===== src/rtl/gcbp_pkg.sv =====
// gcbp_pkg: shared types and default geometry for the gray-code bit-plane scheduler
package gcbp_pkg;

    typedef enum logic [1:0] {S_IDLE, S_WAIT, S_ACTIVE, S_TAIL} state_t;

    localparam int DEF_LINES    = 480;
    localparam int DEF_SUB_H    = 64;
    localparam int DEF_NUM_VERT = 4;
    localparam int DEF_EDGE     = 46;
    localparam int DEF_GAP      = 44;

    // first line of sub-image row k
    function automatic int win_start(input int k, input int edge_l = DEF_EDGE,
                                     input int sub_h = DEF_SUB_H, input int gap = DEF_GAP);
        return edge_l + k * (sub_h + gap);
    endfunction

endpackage


===== src/rtl/gcbp_frame_slot_rotator.sv =====
// gcbp_frame_slot_rotator: next/curr/prev frame slot pointers, rotated once per completed frame
module gcbp_frame_slot_rotator (
    input  logic       i_clk,
    input  logic       i_resetn,
    input  logic       i_rotate,
    output logic [1:0] o_next,
    output logic [1:0] o_curr,
    output logic [1:0] o_prev
);

    // the finished "next" frame becomes current; the oldest slot is reused for writing
    always_ff @(posedge i_clk) begin
        if (!i_resetn) begin
            o_next <= 2'd0;
            o_curr <= 2'd1;
            o_prev <= 2'd2;
        end else if (i_rotate) begin
            o_prev <= o_curr;
            o_curr <= o_next;
            o_next <= o_prev;
        end
    end

    // the three pointers must always be a permutation of {0,1,2}
    always_ff @(posedge i_clk) begin
        if (i_resetn)
            assert (o_next != o_curr && o_curr != o_prev && o_next != o_prev &&
                    o_next != 2'd3 && o_curr != 2'd3 && o_prev != 2'd3);
    end

endmodule


===== src/rtl/gcbp_subimage_scheduler.sv =====
// gcbp_subimage_scheduler: tracks sub-image row/line of incoming video and generates BRAM write addresses
module gcbp_subimage_scheduler
    import gcbp_pkg::*;
#(
    parameter int P_NUM_VERT  = DEF_NUM_VERT,
    parameter int P_SUB_H     = DEF_SUB_H,
    parameter int P_LINES     = DEF_LINES,
    parameter int P_EDGE      = DEF_EDGE,
    parameter int P_GAP       = DEF_GAP,
    parameter int P_LINE_BITS = 10,
    parameter int P_ADDR_BITS = 9
) (
    input  logic                                               i_clk,
    input  logic                                               i_resetn,
    input  logic                                               i_enable,
    input  logic                                               i_new_frame,
    input  logic                                               i_new_line,
    input  logic [P_LINE_BITS-1:0]                             i_line_cnt,
    output logic                                               o_line_valid,
    output logic [(P_NUM_VERT > 1 ? $clog2(P_NUM_VERT) : 1)-1:0] o_vert_idx,
    output logic [(P_SUB_H > 1 ? $clog2(P_SUB_H) : 1)-1:0]     o_row,
    output logic [P_ADDR_BITS-1:0]                             o_bram_addr,
    output logic [1:0]                                         o_next_loc,
    output logic [1:0]                                         o_curr_loc,
    output logic [1:0]                                         o_prev_loc,
    output logic                                               o_frame_done,
    output logic                                               o_frame_err
);

    localparam int VB = P_NUM_VERT > 1 ? $clog2(P_NUM_VERT) : 1;
    localparam int RB = P_SUB_H > 1 ? $clog2(P_SUB_H) : 1;
    localparam int LB = P_LINE_BITS;
    localparam int AB = P_ADDR_BITS;
    localparam logic [LB-1:0] EDGE_L   = LB'(P_EDGE);
    localparam logic [LB-1:0] STEP     = LB'(P_SUB_H + P_GAP);
    localparam logic [LB-1:0] LAST_ROW = LB'(P_SUB_H - 1);
    localparam logic [VB-1:0] LAST_IDX = VB'(P_NUM_VERT - 1);

    if (P_EDGE + P_NUM_VERT * P_SUB_H + (P_NUM_VERT - 1) * P_GAP > P_LINES) begin : g_geom_err
        $error("sub-image windows do not fit inside the frame");
    end
    if (3 * P_SUB_H > 2 ** P_ADDR_BITS) begin : g_addr_err
        $error("three frame slots do not fit in the BRAM address space");
    end

    state_t        state, state_n;
    logic [LB-1:0] r_win_start, win_n, diff;
    logic [VB-1:0] r_idx, idx_n, vidx_n;
    logic [RB-1:0] row_n;
    logic [AB-1:0] addr_n, base;
    logic [1:0]    next_eff;
    logic          r_complete, cmp_n, valid_n, done_n, err_n, rotate, hit;

    gcbp_frame_slot_rotator u_slots (
        .i_clk    (i_clk),
        .i_resetn (i_resetn),
        .i_rotate (rotate),
        .o_next   (o_next_loc),
        .o_curr   (o_curr_loc),
        .o_prev   (o_prev_loc)
    );

    // frame strobe is resolved first so a same-cycle line is judged against the fresh window
    always_comb begin
        state_n = state;
        win_n   = r_win_start;
        idx_n   = r_idx;
        cmp_n   = r_complete;
        valid_n = o_line_valid;
        vidx_n  = o_vert_idx;
        row_n   = o_row;
        addr_n  = o_bram_addr;
        done_n  = 1'b0;
        err_n   = 1'b0;
        rotate  = 1'b0;
        if (i_enable && i_new_frame) begin
            rotate  = state != S_IDLE && r_complete;
            err_n   = state != S_IDLE && !r_complete;
            state_n = S_WAIT;
            win_n   = EDGE_L;
            idx_n   = '0;
            cmp_n   = 1'b0;
            valid_n = 1'b0;
        end
        next_eff = rotate ? o_prev_loc : o_next_loc;
        base     = next_eff == 2'd0 ? '0 : next_eff == 2'd1 ? AB'(P_SUB_H) : AB'(2 * P_SUB_H);
        diff     = i_line_cnt - win_n;
        hit      = i_enable && i_new_line && (state_n == S_ACTIVE || (state_n == S_WAIT && diff == '0));
        if (i_enable && i_new_line)
            valid_n = hit;
        if (hit) begin
            vidx_n  = idx_n;
            row_n   = diff[RB-1:0];
            addr_n  = base + AB'(diff[RB-1:0]);
            state_n = S_ACTIVE;
            if (diff == LAST_ROW) begin
                if (idx_n == LAST_IDX) begin
                    done_n  = 1'b1;
                    cmp_n   = 1'b1;
                    state_n = S_TAIL;
                end else begin
                    idx_n   = idx_n + VB'(1);
                    win_n   = win_n + STEP;
                    state_n = S_WAIT;
                end
            end
        end
        if (!i_enable) begin
            state_n = S_IDLE;
            valid_n = 1'b0;
        end
    end

    // register scheduler state and every output
    always_ff @(posedge i_clk) begin
        if (!i_resetn) begin
            state        <= S_IDLE;
            r_win_start  <= EDGE_L;
            r_idx        <= '0;
            r_complete   <= 1'b0;
            o_line_valid <= 1'b0;
            o_vert_idx   <= '0;
            o_row        <= '0;
            o_bram_addr  <= '0;
            o_frame_done <= 1'b0;
            o_frame_err  <= 1'b0;
        end else begin
            state        <= state_n;
            r_win_start  <= win_n;
            r_idx        <= idx_n;
            r_complete   <= cmp_n;
            o_line_valid <= valid_n;
            o_vert_idx   <= vidx_n;
            o_row        <= row_n;
            o_bram_addr  <= addr_n;
            o_frame_done <= done_n;
            o_frame_err  <= err_n;
        end
    end

endmodule

===== config.mk =====
export PLATFORM = sky130hd
export DESIGN_NAME = gcbp_subimage_scheduler
export DESIGN_NICKNAME = d
export VERILOG_FILES = /design/src/rtl/gcbp_pkg.sv /design/src/rtl/gcbp_frame_slot_rotator.sv /design/src/rtl/gcbp_subimage_scheduler.sv
export SDC_FILE = /design/constraint.sdc
export NUM_CORES = 1
export LEC_CHECK = 0
export CAP_MARGIN = 20
export CORE_MARGIN = 2
export CORE_UTILIZATION = 50
export DETAILED_ROUTE_END_ITERATION = 8
export GPL_ROUTABILITY_DRIVEN = 0
export PLACE_DENSITY = 0.74
export REMOVE_ABC_BUFFERS = 1
export SLEW_MARGIN = 20
export SYNTH_ARGS = -nofsm -noshare
export SYNTH_HDL_FRONTEND = slang
export SYNTH_SLANG_ARGS = --single-unit

===== constraint.sdc =====
create_clock -name i_clk -period 7.35 [get_ports i_clk]
set_input_delay 0.735 -clock i_clk [delete_from_list [all_inputs] [get_ports i_clk]]
set_output_delay 0.735 -clock i_clk [all_outputs]
set_load 0.05 [all_outputs]

==> results.md, run 1 <==
Run status:
- The run finished with clean final reports.

Clocking:
- TritonCTS built the clock tree.
- TritonCTS created 5 clock buffers.
- The clock latency on the worst-skew pair is 0.28 ns.
- In this run the number of H-tree levels came out at 2.
- The longest clock path from root to sink contains 2 buffers.
- The number of hold buffers added after CTS was 0.
- Clock-pin slew was measured on the worst setup and hold paths at 0.07 ns.
- For this design, the sink count on the clock tree is 34.
- In this run the post-CTS setup repair buffer count came out at 0.
- CTS placed an instance of clkbuf_8 at the clock tree root.
- The post-cts resize count is 0.

Floorplan:
- For this configuration, the core starts out at a cell density of 52.93%.
- The die area is 5269 µm².
- The floorplan step set the die height to around 73 µm.
- The total area inside the core boundary comes to 4444 µm².
- The number of cell rows is 24.
- The horizontal extent of the die is 72.59 µm.
- 41 I/O pins were placed.

Power and ir drop:
- For this design the total switching power over the nets is 0.09738 mW.
- The peak supply drop is 0.0001691 V.
- The leakage power of the design is 1.056 nW.
- The clock network is responsible for between 30% and 40% of the overall power.
- Of the total power, the share spent switching nets is 26.50%.
- The total power density per cell area is roughly 130 nW/µm².
- The internal power of the cells totals 0.2700 mW.
- The share of total power dissipated in combinational logic is 15.4%.
- Of the total power, registers draw 50.3%.
- The total power draw is approximately 0.37 mW.

GRT:
- The global router's overall resource usage is 21.05%.
- Global routing finished with a remaining overflow of 0.
- Entering global routing, the biggest net connects 40 pins.
- The number of antenna violations at the first check in global routing was 0.
- The number of global-route vias before repair is 1895.
- The first-pass GRT wire length is 8845 µm.

Synthesis:
- The share of the synthesized area in compound gates (AO/OA/AOI/OAI) is 24.47%.
- By area the synthesized netlist is led by dfxtp_1, mux2i_1, nand2_1.
- Of the total synthesized cell area, the portion taken by XOR and XNOR cells is 2.234%.
- The number of warnings reported in the yosys synthesis log is 0.
- The proportion of synthesized chip area in sequential cells is 28.94%.
- The main combinational cell family by area after synthesis is simple AND/OR/NAND/NOR gates.
- Counting every instance in the synthesized netlist gives 281.
- In this run the mean area of a mapped cell was about 8.4 µm².
- The synthesized netlist devotes under 10% of its cell area to adder and majority cells.
- In this run the cell area of the synthesized design comes to 2352 µm².
- In the synthesized netlist the async set-or-reset flop fraction comes to 0%.
- The fraction of synthesized cell area taken by the top area cell type is around 29%.
- The synthesized design contains 0 enable-type register cells.
- Ranked by instance count, the synthesized netlist is headed by nand2_1, dfxtp_1, nor2_1.
- Of the post-synthesis cell area, the part taken by muxes is 7.340%.
- The synthesized design spends more area on one cell type than any other, namely dfxtp_1.
- The number of flip-flops and latches in the synthesized netlist is 34.
- The most frequent cell after synthesis is nand2_1.
- Among all flip-flop cells after synthesis, the most frequent one is dfxtp_1.
- Summing the areas of all and, or, nand and nor instances in the mapped netlist gives between 20% and 30% of the synthesized area.
- The number of distinct standard cells referenced by the synthesized netlist is 67.

STA:
- The number of endpoints with negative hold slack in the final report is 0.
- The clock period could shrink to roughly 4.8 ns.
- Hold is met by 0.4559 ns.
- The final critical-path share of the clock period is 64.90%.
- In the post-route analysis, the smallest setup slack over all paths is about 2.6 ns.
- Based on the critical path, the design can be clocked at up to about 210 MHz.
- The number of max-slew violations in the final report came to 0.
- Setup violations remaining at the end of the flow were counted as 0.
- Adding up every negative setup slack in the final design gives 0 ns.
- Setup repair after global routing left no endpoint under its margin.
- The post-route clock skew is 0.01051 ns.
- The transition at the pin with the smallest max-transition slack is 0.7239 ns.
- Measured against its own limit, the worst slew margin works out to roughly half.

Final layout:
- The post-route netlist has 8.442% of its cells at a drive strength greater than 1.
- The final cell count without fillers is 360.
- 0 antenna diodes ended up in the layout.
- With fillers left out, the area of the finished cells amounts to 2778 µm².
- The count of nets after finishing is between 300 and 400.
- The post-route core utilization is 62.50%.
- The area growth from synthesis to final layout is 18.08%.

Worst setup path:
- STA classifies the critical path endpoint as a register.
- At the worst endpoint, the required time is roughly 7.6 ns.
- The worst setup path is of the input port to register kind.
- The highest fanout seen on the critical path is 13.
- The critical path startpoint category is an input port.
- The arrival time of the worst setup path is 4.98 ns.

Routing:
- Using the TritonRoute via totals, the vias-per-cell ratio works out to 5.797.
- The remaining antenna violation count after routing is 0.
- For this block, the via count after detailed routing is 2087.
- After detailed routing, the average wire length per cell comes to 14.79 µm.
- After detailed routing, the number of remaining DRC violations is 0.
- The number of optimization iterations in the first detailed-route pass is 4.
- The detailed-route wire length is 5323 µm.
- For this block, the initial DRC count from the detailed router was 93.

Placement:
- The count of port buffers added during placement is 39.
- Once placement completed, the tool counted placed cells totaling between 300 and 400.
- The HPWL after detailed placement is 4107 µm.
- Prior to clock tree synthesis, the placed netlist has a worst setup slack of 2.319 ns.
- After detailed placement, the total cell area comes to 2699 µm².

Worst hold path:
- The min-delay analysis places its worst path in the category register to register.

Flow run:
- Across the run, the number of max-cap violations was 0.
critical path, cell delays in order:
cell             delay, ns
clkdlybuf4s50_1       0.67
nand2_1               0.22
and2_1                0.15
ha_1                  0.16
inv_1                 0.05
fa_1                  0.42
o21ba_1               0.20
o2111ai_1             0.43
a21oi_1               0.16
nor3_1                0.29
o21ai_1               0.20
a2111oi_2             0.57
or2_1                 0.47
mux2i_1               0.24
path summary, 6_finish.rpt:
path | cells past startpoint | endpoint | slack, ns | startpoint
worst max-delay path | 14 | o_row[1] | 2.58 | i_enable
worst min register to register | 1 | o_frame_err | 0.46 | r_complete
worst max register to register | 12 | o_row[1] | 3.64 | r_win_start[0]
worst min-delay path | 1 | o_frame_err | 0.46 | r_complete
layout make-up:
class	count	area [µm²]
Fill cell	396	1667
Inverter	7	26.28
Sequential cell	34	680.7
Timing Repair Buffer	41	405.4
Multi-Input combinational cell	219	1521
Tap cell	52	65.06
Clock inverter	2	10.01
Clock buffer	5	68.82
state kept, by name (all words and copies together) (netlist names):
name,cells
r_complete,1
r_idx,2
o_line_valid,1
u_slots.o_next,2
o_frame_err,1
o_bram_addr,3
r_win_start,10
u_slots.o_curr,2
u_slots.o_prev,2
o_vert_idx,2
o_row,5
o_frame_done,1
state,2
logic make-up after synthesis:
group                    count (synthesis)
buffers and inverters                   28
AND/OR/NAND/NOR                        116
AO/OA/AOI/OAI                           70
XOR/XNOR                                 6
multiplexers                            17
other                                    1
flip-flops                              34
adder cells (fa/ha/maj)                  9
cells in the final DEF, fill, tap and decap left out, types with 2 or more instances in the layout:
cell type        synthesis  routed
nor3_1                   5       5
a21oi_2                  2       2
a31o_1                   2       2
and2_1                   4       4
or3b_1                   2       2
o2111ai_1                4       4
nor3b_1                  2       2
or3_1                    3       3
dfxtp_1                 34      34
o21a_1                   4       4
ha_1                     7       7
mux2i_1                 15      15
clkdlybuf4s50_1          0      39
buf_4                   12       2
nand2b_1                 5       5
o21ai_0                  7       7
and4_1                   2       2
and3_1                   2       2
a2111oi_2                2       2
a211oi_1                 2       2
xnor2_1                  3       3
o21ai_1                  6       6
nor2b_1                  9       9
clkbuf_8                 0       5
clkinv_2                 0       2
nand3_1                 11      11
nor4_1                   4       4
a21oi_1                  9       9
inv_1                    7       7
nand2_1                 39      39
o211ai_1                 4       4
xor2_1                   3       3
a31oi_1                  3       3
o211a_1                  3       3
nor2_1                  20      20
a21o_1                   2       2
power by group through the flow:
stage	Combinational [mW]	Sequential, mW	Clock (mW)
4_1_cts	0.0562	0.185	0.128
5_1_grt	0.0618	0.185	0.138
3_3_place_gp	0.0554	0.189	0
3_5_place_dp	0.0557	0.189	0
2_1_floorplan	0.0332	0.189	0
6_report	0.0567	0.185	0.126
per-layer routing:
layer	wire [µm]	track usage, %
met1	2660	31.42
met2	2343	31.82
met3	284	3.867
met4	35	4.115
met5	0	0
Note: power is estimated with default switching activity, not from simulation.
==> run 2: changes to the inputs <==
- clock period: 7.35 -> 4.8 ns (I/O delays scaled with it)
==> run 2 against run 1 <==
- sequential cell count is the same
- cell area increased by 2.3%
- hold slack got worse by 0.0031 ns
- sequential power grew 53%
- count of clock-buffer cells in the layout unchanged
- non-clock buffer count grew 4
- via count up 0.96%
- critical path depth fell by 1
- setup slack worse by 1.9 ns
==> results.md, run 2 (synthesis results as in run 1) <==
STA:
- The number of endpoints with negative hold slack in the final report came to 0.
- The tightest hold path in the finished design has a slack of 0.4528 ns.
- The worst-case headroom to the max-slew limit is 65.23%.
- Of the available clock period, the critical path in the final layout requires 84.84%.
- For the finished layout, the period the worst path requires is 4.072 ns.
- The maximum achievable frequency is 245.6 MHz.
- Adding up every negative setup slack in the final design gives 0 ns.
- At the pin with the least slew margin, the transition time is roughly 0.52 ns.
- On the final layout, the worst clock skew is 0.006241 ns.
- Setup repair after global routing left no endpoint under its margin.
- The number of max-slew violations in the final report came to 0.
- The setup-violating endpoint count in the final report is 0.

Floorplan:
- The floorplan step defined a die boundary enclosing about 5300 µm².
- For this design the top-level I/O count stands at 41.
- The horizontal extent of the die is 72.59 µm.
- The number of cell rows is 24.
- The core box area is 4444 µm².
- The floorplan step set the die height to around 73 µm.
- Once the floorplan was initialized, standard cells occupied 52.93% of the core.

Final layout:
- The antenna diode count is 0.
- The net count of the finished layout is 335.
- The area growth from synthesis to final layout is 20.85%.
- In the final layout, the registers with the most flip-flops are r_win_start x10, o_row x5, o_bram_addr x3.
- Leaving out fill and tap cells, the most frequent cells in the layout are nand2_1, clkdlybuf4s50_1, dfxtp_1.
- The final-layout fill cell count is approximately 400.
- In the final layout, the share of cells above drive strength 1 is 9.904%.
- The register ranked first by flip-flop count is r_win_start.
- The flip-flop count of the largest register, all copies and words added is 10.

Clocking:
- CTS placed an instance of clkbuf_8 at the clock tree root.
- The tree built by TritonCTS fans out to 34 sinks.
- Clock-pin slew was measured on the worst setup and hold paths at approximately 0.070 ns.
- The clock latency on the worst-skew pair is just under 0.3 ns.
- In this run, post-CTS repair resized a total of 0 instances.
- The number of buffers added to fix hold violations after cts is 0.
- Post-CTS timing repair inserted 0 buffers for setup.
- The buffer depth of the longest clock path is 2.
- The clock tree from TritonCTS is done.
- CTS built an H-tree with a depth of 2.
- Buffers inserted during clock tree synthesis total 5.

Worst setup path:
- The data required time at the worst endpoint is 4.98 ns.
- The critical path startpoint category is an input port.
- The endpoint type of the worst setup path is a register.
- The arrival time of the worst setup path is about 4.3 ns.
- The critical path in this run is classified as input port to register.
- In this run the worst path has a maximum fanout of 13.

GRT:
- For this run, the total global-route usage over all layers was measured as 21.99%.
- The number of antenna violations at the first check in global routing is 0.
- The number of global-route vias before repair is 1912.
- The global route total overflow is 0.
- The first-pass GRT wire length is 9218 µm.
- Entering global routing, the biggest net connects 40 pins.

Routing:
- The first detailed-routing pass ran for 4 iterations.
- The remaining antenna violation count after routing is 0.
- The routed length per instance is ~15 µm.
- The number of DRC violations after detailed-routing iteration 0 is 130.
- Dividing the detail-routed via count by the number of cells gives 5.773.
- The routed layout has approximately 2100 vias.
- The final layout contains routed wiring with a total length of 5323 µm.
- The detailed-route DRC error count is 0.

Placement:
- The count of buffers added on input and output ports is 39.
- The half-perimeter wire length after detailed placement is 4086 µm.

Power and ir drop:
- The leakage power of the design is 1.083 nW.
- The peak supply drop is 0.0001809 V.
- The total power density per cell area is 222.7 nW/µm².

Run status:
- The flow ran to the end, and the final reports show no timing, DRC or antenna violations.

Worst hold path:
- The min-delay analysis places its worst path in the category register to register.

Flow run:
- The tool flagged a number of max-cap violations equal to 0.
## run 2: cell types whose count changed in the layout (fill, tap and decap cells not counted)
cell / delta
buf_4: +4
clkinv_2: -2
clkinvlp_4: +2
bufinv_16: +1
## run 2: worst max-delay path: stages
cell and delay (ns):
clkdlybuf4s50_1 0.54, and2_1 0.24, nor2_1 0.23, ha_1 0.28, nor2b_1 0.20, o41ai_1 0.42
o21a_1 0.17, o2111ai_1 0.24, or3_1 0.52, a2111oi_4 0.28, buf_4 0.23, o21ai_1 0.09
mux2_1 0.31
## run 2: worst paths after layout
| check | slack [ns] | startpoint | to | cells after the start |
|---|---|---|---|---|
| hold reg to reg | 0.45 | o_bram_addr[7] | o_bram_addr[7] | 2 |
| hold / removal | 0.45 | o_bram_addr[7] | o_bram_addr[7] | 2 |
| setup / recovery | 0.73 | i_enable | r_win_start[5] | 13 |
| setup reg to reg | 1.38 | r_win_start[1] | r_win_start[5] | 11 |
## run 2: layout make-up
cell class | instances | area, µm² | area share [%]
timing repair buffer | 45 | 435.4 | 15.32
tap | 52 | 65.06 | 2.289
sequential | 34 | 680.7 | 23.94
multi-input combinational | 219 | 1521 | 53.52
clock buffer | 5 | 68.82 | 2.421
inverter | 7 | 26.28 | 0.9243
clock inverter | 3 | 45.04 | 1.585
## run 2: report_power, final
part / total (mW) / leakage, nW / internal, mW / switching [mW]
sequential: 0.283 / 0.274 / 0.282 / 0.000347
clock: 0.262 / 0.0504 / 0.154 / 0.108
combinational: 0.0882 / 0.759 / 0.0349 / 0.0533
## run 2: layer usage
metal  global-route usage (%)  wire length, µm  up-vias
met2                    33.13             2326       58
met1                    31.90             2656      952
li1                         -                -     1088
met4                    7.407               92        0
met3                    3.591              248        9
met5                        0                0        -
## run 2: stage by stage
step / util [%] / cell area [µm²] / std cells / power [mW] / worst slack (ns)
global route: 63.96 / 2843 / 365 / 0.6584 / 0.4249
floorplan: - / 2228 / 260 / 0.3404 / 0.9361
detailed placement: 61.40 / 2729 / 357 / 0.3766 / 0.4425
finish: 63.96 / 2843 / 365 / 0.6332 / 0.7276
global placement: 61.40 / 2729 / 357 / 0.3762 / 0.4583
CTS: 63.96 / 2843 / 365 / 0.6389 / 0.7167
==> run 3: changes to the inputs <==
- clock period: 4.8 -> 4.18 ns (I/O delays scaled with it)
==> run 3 against run 2 <==
- critical path depth did not move
- die area is the same
- cell area shrank 0.13%
- via count increased by 5.3%
- sequential power is 15% higher
- sequential cell count did not move
- register-to-register slack worse by 0.59 ns
- wire length increased by 11%
- largest power group unchanged
- clock power increased by 3%
==> results.md, run 3 (synthesis results as in run 1) <==
Run status:
- The flow ran to the end, and the final reports show no timing, DRC or antenna violations.

Floorplan:
- The count of boundary I/O pins is 41.
- In this run the standard cell core region covers roughly 4400 µm².
- In this run the horizontal extent of the chip is 72.59 µm.
- Once the floorplan was initialized, standard cells occupied a little over half of the core.
- The number of cell rows is 24.
- The die extent in y is 72.59 µm.
- The floorplan step defined a die boundary enclosing 5269 µm².

STA:
- The final critical-path share of the clock period is a little over 90%.
- Across the routed clock network, the largest skew measured is approximately 0.011 ns.
- The clock period could shrink to 3.790 ns.
- The number of max-slew violations in the final report is 0.
- The worst pin sits at a relative slew slack of 57.89%.
- At the pin with the least slew margin, the transition time is 0.6304 ns.
- The total negative setup slack is 0 ns.
- The maximum achievable frequency is 263.9 MHz.
- Setup repair after global routing left no endpoint under its margin.
- The number of endpoints with negative hold slack in the final report is 0.
- The setup-violating endpoint count in the final report is 0.

Final layout:
- The library cells used most frequently in the layout, excluding fill and tap cells, are nand2_1, clkdlybuf4s50_1, dfxtp_1.
- The largest registers in the layout are r_win_start x10, o_row x5, o_bram_addr x3.
- The area growth from synthesis to layout is 20.69%.
- The count of nets after finishing is between 300 and 400.
- The register ranked first by flip-flop count is r_win_start.
- Leaving out filler cells and counting taps, the final layout contains 367.
- The final standard cell area without fillers is 2839 µm².
- The number of antenna diodes in the final layout is 0.
- The register with the most flip-flops in the layout has 10 of them.
- In the final layout, the share of cells above drive strength 1 is 10.48%.

Worst setup path:
- The count of buffer and inverter cells on the critical path is 2.
- In this run the worst path has a maximum fanout of 11.
- The classification of the worst setup path is input port to register.
- The critical path startpoint category is an input port.
- The endpoint type of the worst setup path is a register.
- The signal on the critical path passes through clkdlybuf4s50_1 -> and2_1 -> nor2_1 -> ha_1 -> nor2b_1 -> o41ai_1 -> o21a_1 -> o2111ai_1 -> or3_1 -> a2111oi_4 -> buf_4 -> a31oi_1 -> a41o_1.
- The data required time at the worst endpoint is roughly 4.4 ns.
- For the worst setup path, the data arrival time is between 3 and 4 ns.
- The family of cells with the greatest summed delay on the critical path is compound AO/OA/AOI/OAI gates.
- For this run, the slowest stage of the critical path takes 0.51 ns.
- The cell type of the slowest stage on the worst timing path is or3_1.

Clocking:
- The buffer depth of the longest clock path is 2.
- The tree is rooted in a clkbuf_8.
- The clock tree from TritonCTS is done.
- Clock-pin slew was measured on the worst setup and hold paths at 0.08 ns.
- The total number of H-tree levels is 2.
- Once the clock tree was built, the setup fixing pass inserted 0 buffers.
- The post-cts resize count is 0.
- Clock tree synthesis found a total of 34 sinks.
- The clock latency on the worst-skew pair is 0.29 ns.
- The number of clock buffers inserted by TritonCTS is 5.
- For this design, the CTS-stage hold fixing added 0 buffers.

Flow run:
- The tool flagged a number of max-cap violations equal to 0.

Power and ir drop:
- The leakage power of the design is 1.090 nW.
- The total power density per cell area is 246.0 nW/µm².
- The peak supply drop is 0.0002030 V.

Routing:
- In the routed design, unresolved DRC markers number 0.
- Using the TritonRoute via totals, the vias-per-cell ratio works out to 6.044.
- The total vias in the final route is around 2200.
- Dividing the detail-routed wire length by the instance count gives 16.04 µm.
- After the first detailed-routing iteration, the DRC count stood at 151.
- In this run the remaining antenna-violating nets after routing total 0.
- The final layout contains routed wiring with a total length of 5888 µm.
- The number of optimization iterations in the first detailed-route pass is 4.

GRT:
- Entering global routing, the biggest net connects 40 pins.
- The number of antenna violations at the first check in global routing was 0.
- The global router's overall resource usage is 23.20%.
- Global routing finished with a remaining overflow of 0.
- The first global-routing pass estimated 9618 µm of wire.
- The number of global-route vias before repair is 1999.

Worst hold path:
- The min-delay analysis places its worst path in the category register to register.

Placement:
- The count of port buffers added during placement is 39.
- The total placed cells including tap cells is between 300 and 400.
- The instance area at placement is 2744 µm².
- The half-perimeter wire length after detailed placement is 4370 µm.
run 3: power breakdown:
part	internal [mW]	switching [mW]	leakage, nW
clock network	0.133	0.136	0.0472
logic	0.0412	0.0640	0.769
registers	0.324	0.000416	0.274
total	0.498	0.200	1.09
run 3: layout make-up:
type                            instances  area [µm²]
Tap cell                               52       65.06
Inverter                                7       26.28
Multi-Input combinational cell        219        1521
Clock buffer                            6       82.58
Clock inverter                          2       12.51
Fill cell                             395        1605
Sequential cell                        34       680.7
Timing Repair Buffer                   47       450.4
run 3: routing by layer:
layer | share of wire [%] | track usage (%)
met1 | 45 | 31.28
met2 | 48 | 38.79
met3 | 5.2 | 3.453
met4 | 1.8 | 6.173
met5 | 0 | 0
run 3: stage by stage:
step	power, mW	setup slack (ns)	hold slack, ns	utilization [%]
3_3_place_gp	0.4340	0.1800	0.4299	61.74
5_1_grt	0.7185	0.1461	0.4767	63.88
3_5_place_dp	0.4359	0.1140	0.4341	61.74
2_1_floorplan	0.3909	0.3781	0.4179	-
4_1_cts	0.6956	0.4149	0.4535	63.88
6_report	0.6984	0.3900	0.4516	63.88
run 3: worst paths after layout:
path / cells past startpoint / start / to / slack [ns]
max: 13 / i_new_frame / r_win_start[8] / 0.39
max reg2reg: 13 / r_win_start[0] / r_win_start[8] / 0.79
min: 1 / r_win_start[1] / r_win_start[1] / 0.45
min reg2reg: 1 / r_win_start[1] / r_win_start[1] / 0.45
